## config.mk

```make
export PLATFORM = sky130hd
export DESIGN_NAME = hazard_unit
export DESIGN_NICKNAME = d
export VERILOG_FILES = /design/src/rtl/hazard_unit.sv
export SDC_FILE = /design/constraint.sdc
export NUM_CORES = 1
export LEC_CHECK = 0
export CORE_ASPECT_RATIO = 1.1
export CORE_UTILIZATION = 33
export CTS_BUF_LIST = sky130_fd_sc_hd__clkbuf_16
export CTS_CLUSTER_DIAMETER = 200
export DETAILED_ROUTE_END_ITERATION = 10
export GPL_TIMING_DRIVEN = 0
export PLACE_DENSITY = 0.82
export SLEW_MARGIN = 15
export SYNTH_ARGS = -nofsm -noshare
export SYNTH_HDL_FRONTEND = slang
export SYNTH_SLANG_ARGS = --single-unit
```

## constraint.sdc

```tcl
create_clock -name clock -period 1.9 [get_ports clock]
set_input_delay 0.38 -clock clock [delete_from_list [all_inputs] [get_ports clock]]
set_output_delay 0.38 -clock clock [all_outputs]
set_load 0.03 [all_outputs]
```

## src/rtl/hazard_unit.sv

```systemverilog
// Pipeline hazard controller: load-use stalls, branch/jump flushes and EX operand forwarding.
// Optional stall/flush performance counters are built when HAZARD_PERF_CNT_EN is defined.
module hazard_unit (
  input  logic        clock,
  input  logic        reset,
  input  logic [4:0]  Rs1D,
  input  logic [4:0]  Rs2D,
  input  logic [4:0]  Rs1E,
  input  logic [4:0]  Rs2E,
  input  logic [4:0]  RdE,
  input  logic        RegWriteE,
  input  logic [1:0]  ResultSrcE,
  input  logic        PCSrcE,
  output logic        StallF,
  output logic        StallD,
  output logic        FlushD,
  output logic        FlushE,
  output logic [1:0]  ForwardAE,
  output logic [1:0]  ForwardBE,
  output logic [31:0] StallCnt,
  output logic [31:0] FlushCnt
);

  localparam logic [1:0] FwdNone = 2'b00;
  localparam logic [1:0] FwdMem  = 2'b10;
  localparam logic [1:0] FwdWb   = 2'b01;
  localparam logic [1:0] SrcLoad = 2'b01;

  logic [4:0] RdM;
  logic [4:0] RdW;
  logic       RegWriteM;
  logic       RegWriteW;
  logic       lwStall;

  // Shadow copies of the EX/MEM and MEM/WB destination tracking; those stages are never flushed.
  always_ff @(posedge clock) begin
    if (reset) begin
      RdM       <= 5'd0;
      RegWriteM <= 1'b0;
      RdW       <= 5'd0;
      RegWriteW <= 1'b0;
    end else begin
      RdM       <= RdE;
      RegWriteM <= RegWriteE;
      RdW       <= RdM;
      RegWriteW <= RegWriteM;
    end
  end

  function automatic logic [1:0] fwdSelect(input logic [4:0] rs,
                                           input logic [4:0] rdM, input logic wrM,
                                           input logic [4:0] rdW, input logic wrW);
    if (wrM && (rdM != 5'd0) && (rdM == rs))
      return FwdMem;
    else if (wrW && (rdW != 5'd0) && (rdW == rs))
      return FwdWb;
    else
      return FwdNone;
  endfunction

  assign lwStall = (ResultSrcE == SrcLoad) && RegWriteE && (RdE != 5'd0) &&
                   ((RdE == Rs1D) || (RdE == Rs2D));

  // Stall and flush are independent; a simultaneous load-use and taken branch asserts both.
  always_comb begin
    StallF    = 1'b0;
    StallD    = 1'b0;
    FlushD    = 1'b0;
    FlushE    = 1'b0;
    ForwardAE = FwdNone;
    ForwardBE = FwdNone;
    if (!reset) begin
      StallF    = lwStall;
      StallD    = lwStall;
      FlushD    = PCSrcE;
      FlushE    = lwStall | PCSrcE;
      ForwardAE = fwdSelect(Rs1E, RdM, RegWriteM, RdW, RegWriteW);
      ForwardBE = fwdSelect(Rs2E, RdM, RegWriteM, RdW, RegWriteW);
    end
  end

`ifdef HAZARD_PERF_CNT_EN
  logic [31:0] stallCount;
  logic [31:0] flushCount;

  // Saturating event counters.
  always_ff @(posedge clock) begin
    if (reset) begin
      stallCount <= 32'd0;
      flushCount <= 32'd0;
    end else begin
      if (lwStall && (stallCount != 32'hFFFF_FFFF))
        stallCount <= stallCount + 32'd1;
      if (PCSrcE && (flushCount != 32'hFFFF_FFFF))
        flushCount <= flushCount + 32'd1;
    end
  end

  assign StallCnt = reset ? 32'd0 : stallCount;
  assign FlushCnt = reset ? 32'd0 : flushCount;
`else
  assign StallCnt = 32'd0;
  assign FlushCnt = 32'd0;
`endif

endmodule
```

Word level (Yosys, flattened, before mapping)
Cells that the tools add are included.
{"block": "word_totals", "in_bits": 31, "out_inout_bits": 72, "elab_cells": 34, "register_bits": 12}
{"block": "classes", "n_bitwise": 1, "n_reduce_logical": 13, "eq_ne": 7, "n_mux": 9}
{"op": "$eq A5 B5 Y1", "n": 6}
{"op": "$reduce_bool A5 Y1", "n": 3}
{"op": "$logic_and A1 B1 Y1", "n": 9}
{"op": "$mux W2", "n": 4}
{"op": "$mux W1", "n": 5}
{"op": "$eq A2 B1 Y1 const B", "n": 1}
{"op": "$logic_or A1 B1 Y1", "n": 1}
{"op": "$or A1 B1 Y1", "n": 1}

Logic depth before layout (Yosys ltp)
{"block": "logic_depth", "depth_word": 6, "ltp_mapped": 5, "depth_no_buf": 4}

Least setup slack after synthesis
Ideal clock, no wire load.
{"block": "synth_path", "path_kind": "reg2out", "start": "register RdM[1]", "end": "output ForwardAE[0]", "n_path_buf": 0, "path_stages_with_launch": 5, "required_ps": 1520, "path_slack_ps": -260, "t_arrival_ps": 1780, "path_cell_list": "dfxtp_1 > or4_1 > o21ai_2 > nor3_1 > nor4_2"}
{"block": "synth_via", "elab_chain_cells": 5, "elab_cells_between_ends": 6}
{"element": "start: declaration", "line_no": "29", "source": "logic [4:0] RdM;"}
{"element": "start signal: assignment", "line_no": "43", "source": "RdM <= RdE;"}
{"element": "$reduce_bool A5 Y1", "line_no": "53", "source": "if (wrM && (rdM != 5'd0) && (rdM == rs))"}
{"element": "$logic_and A1 B1 Y1", "line_no": "53"}
{"element": "$logic_and A1 B1 Y1 *", "line_no": "53"}
{"element": "$mux W2 *", "line_no": "53"}
{"element": "$mux W2 *", "line_no": "72", "source": "if (!reset) begin"}
{"element": "end: declaration", "line_no": "18", "source": "output logic [1:0] ForwardAE,"}
Mark *: on every way between the ends. The rest lies on a longest branch, timed or not.

Worst setup path after layout
{"block": "layout_path", "start": "input Rs1E[4]", "end": "output ForwardAE[0]"}
{"block": "layout_via", "elab_chain_cells": 5, "elab_cells_between_ends": 7}
{"element": "start: declaration", "line_no": "8", "source": "input logic [4:0] Rs1E,"}
{"element": "$eq A5 B5 Y1", "line_no": "55", "source": "else if (wrW && (rdW != 5'd0) && (rdW == rs))"}
{"element": "$logic_and A1 B1 Y1", "line_no": "55"}
{"element": "$mux W1", "line_no": "55"}
{"element": "$mux W2 *", "line_no": "53"}
{"element": "$mux W2 *", "line_no": "72"}
Marked as above.

==> metrics.cfg <==
[yosys]
netlist_area_um2 = 1250
synth-seq-cells = 12
synthTopCellsByArea = buf_4 (39%), dfxtp_1 (19%), xor2_1 (14%), xnor2_1 (7.0%), nor2b_1 (6.5%)
synth_top_area_share_pct = 38.9
seq_area_frac_synth_pct = 19.2
yosys.area.top_type = buf_4
yosys_warnings = 0
synth_area_per_cell_um2 = 8.41
synth_cell_types = 21
synthCells = 149

[sta]
rsz0062_at_grt = yes
fin_skew_ns = 0.00384
worst_pin_slew_ns = 0.615
fin_crit_ns = 2.18
fmax_mhz = 459
hold_viol = 0
holdWs_ns = 0.383
relSlewSlack_pct = 59.0
setup_viol = 5
fin_tns_setup_ns = -0.860
slew_viol_final = 0
min_period_over_period_pct = 115
fin_ws_ns = -0.278

[cells_and_area]
syn_to_final_growth_pct = 74.2
nets = 292
diodes = 0
final_cell_mix = buf_4 (73), conb_1 (64), xor2_1 (20)
fin_cells = 310
drive_above_1_share_pct = 44.2
layout_commonest_cell = buf_4

[worst_setup_path]
cp-end-kind = primary output
rr_worst_depth = 2
critical_path_buf_inv_count = 2
crit_type = primary input to primary output
crit_chain = dlygate4sd2_1, xor2_1, or4_4, nor4_4, buf_4
r2r_start = RdM[1]
crit_family = simple AND/OR/NAND/NOR gates
cp_num_cells = 5
endpoint = ForwardAE[0]
cp-startpoint = Rs1E[4]
start_kind = primary input
crit_slowest_cell = or4_4
critPathMaxFanout = 2
required_ns = 1.52
critical-path-max-stage-delay_ns = 0.52
cp_data_arrival_time_ns = 1.80
rr_endpoint = RdW[1]
r2r_slack_ns = 1.16

[global_route]
grt_pass1_vias = 1029
antenna_found_initial = 0
grt_usage_pct = 13.5
grt_max_degree = 11
grt_pass1_wl_um = 4080
gr-total-overflow = 0

[place]
place_inst = 300
place_hpwl_um = 2090
portBuffers = 38
place_ws_ns = -1.19
finalWeightedCongestion = 0.857

[power]
p_comb_share_pct = 42.2
seqPwrFrac_pct = 24.6
sw_frac_of_total_pct = 34.8
clkPwrFrac_pct = 33.2
intPower_mw = 0.737
irDropWorstVdd_uv = 273
power_leakage_nw = 1.18
p_sw_mw = 0.393
power_density_nw_per_um2 = 518

[min_path]
holdPathStages = 2
hp-start = RdE[2]
hold_path_class = primary input to register

[floorplanning]
core_um2 = 3630
io_pins = 103
die_area_um2 = 4050
start_util_pct = 34.6
dieWidth_um = 60.8
row_count = 23
die_h_um = 66.6

[clocking]
clk_latency_ns = 0.24
cts_made_buffers = 3
clockBufferDepth = 2
cts_tree = done
clock_sinks = 12
cts.htree.levels = 1
hold_buffers = 0
cts.reportedPaths.clkPinSlew_ns = 0.04
cts_root_buf = clkbuf_16

[routing]
drt-total-wl_um = 2700
drt-wirelength-per-cell_um = 8.70
viasPerCell = 3.56
firstDrtPassIters = 2
via_count = 1104
drc = 0
drt-initial-drc-count = 14
antenna_left = 0

[run]
maxCapViolCount = 0

[outcome]
violations = setup timing
outcome = finished with violations

-- metrics by stage --
stage / cell area, µm² / utilization, % / total power, mW
floorplan: 1520 / - / 0.629
global placement: 1960 / 54.1 / 0.722
detailed placement: 1960 / 54.1 / 0.725
CTS: 2110 / 58.3 / 1.12
global route: 2180 / 60.2 / 1.19
finish: 2180 / 60.2 / 1.13
-- per-layer routing --
metal	routed length, µm	global-route usage [%]	vias up	share of wire [%]
met2	1480	26.8	69	55
met1	921	13.3	462	34
li1	-	-	569	-
met5	0	0	-	0
met3	249	1.55	4	9.2
met4	45	6.82	0	1.7
-- sequential cells by signal (all words and copies together), names as in the netlist --
name,count
RdW,5
RegWriteM,1
RegWriteW,1
RdM,5
-- what timing repair did --
action	4_1_cts	5_1_grt
setup endpoints to repair	8	7
gates cloned	0	0
gates resized for setup	110	16
pin swaps	16	14
buffers inserted	3	3
-- final cells by class --
| class | instances | area (µm²) |
|---|---|---|
| buffer | 66 | 492 |
| fill | 338 | 1440 |
| sequential | 12 | 250 |
| multi-input combinational | 133 | 891 |
| clock inverter | 1 | 3.75 |
| inverter | 1 | 3.75 |
| clock buffer | 3 | 75.1 |
| tap | 50 | 62.6 |
| timing repair buffer | 44 | 405 |
-- synth_stat cells (all sizes together) --
cell type	number
nand3	2
nand2	2
xor2	20
nor4	4
o21bai	1
conb	1
a22oi	1
inv	1
or4	5
nor3	4
nor2	3
xnor2	10
nor2b	14
clkbuf	1
o2111ai	1
dfxtp	12
buf	65
o21ai	2
-- power groups by stage --
stage | clock network (mW) | logic [mW] | registers, mW
6_report | 0.375 | 0.477 | 0.278
3_5_place_dp | 0 | 0.442 | 0.283
3_3_place_gp | 0 | 0.440 | 0.282
5_1_grt | 0.399 | 0.511 | 0.279
2_1_floorplan | 0 | 0.350 | 0.279
4_1_cts | 0.385 | 0.455 | 0.279
-- kinds of logic after synthesis --
family | Yosys count | synth area share [%]
AO/OA/AOI/OAI | 5 | 2.99
XOR/XNOR | 30 | 21.0
buffers and inverters | 67 | 39.5
flip-flops | 12 | 19.2
other | 1 | 0.299
AND/OR/NAND/NOR | 34 | 17.1
-- worst register-to-register path, stage by stage, from the launching register on --
cell     delay [ns]
dfxtp_4        0.33
buf_4          0.14
nor2b_2        0.14
-- how the worst min path moves through the flow --
stage | end | slack, ns
after floorplan | RdM[1] | 0.45
after global placement | RegWriteW | 0.47
after detailed placement | RegWriteW | 0.47
after CTS | RdM[2] | 0.38
after global routing | RdM[2] | 0.39
final | RdM[2] | 0.38
(Power assumes the default switching activity.)
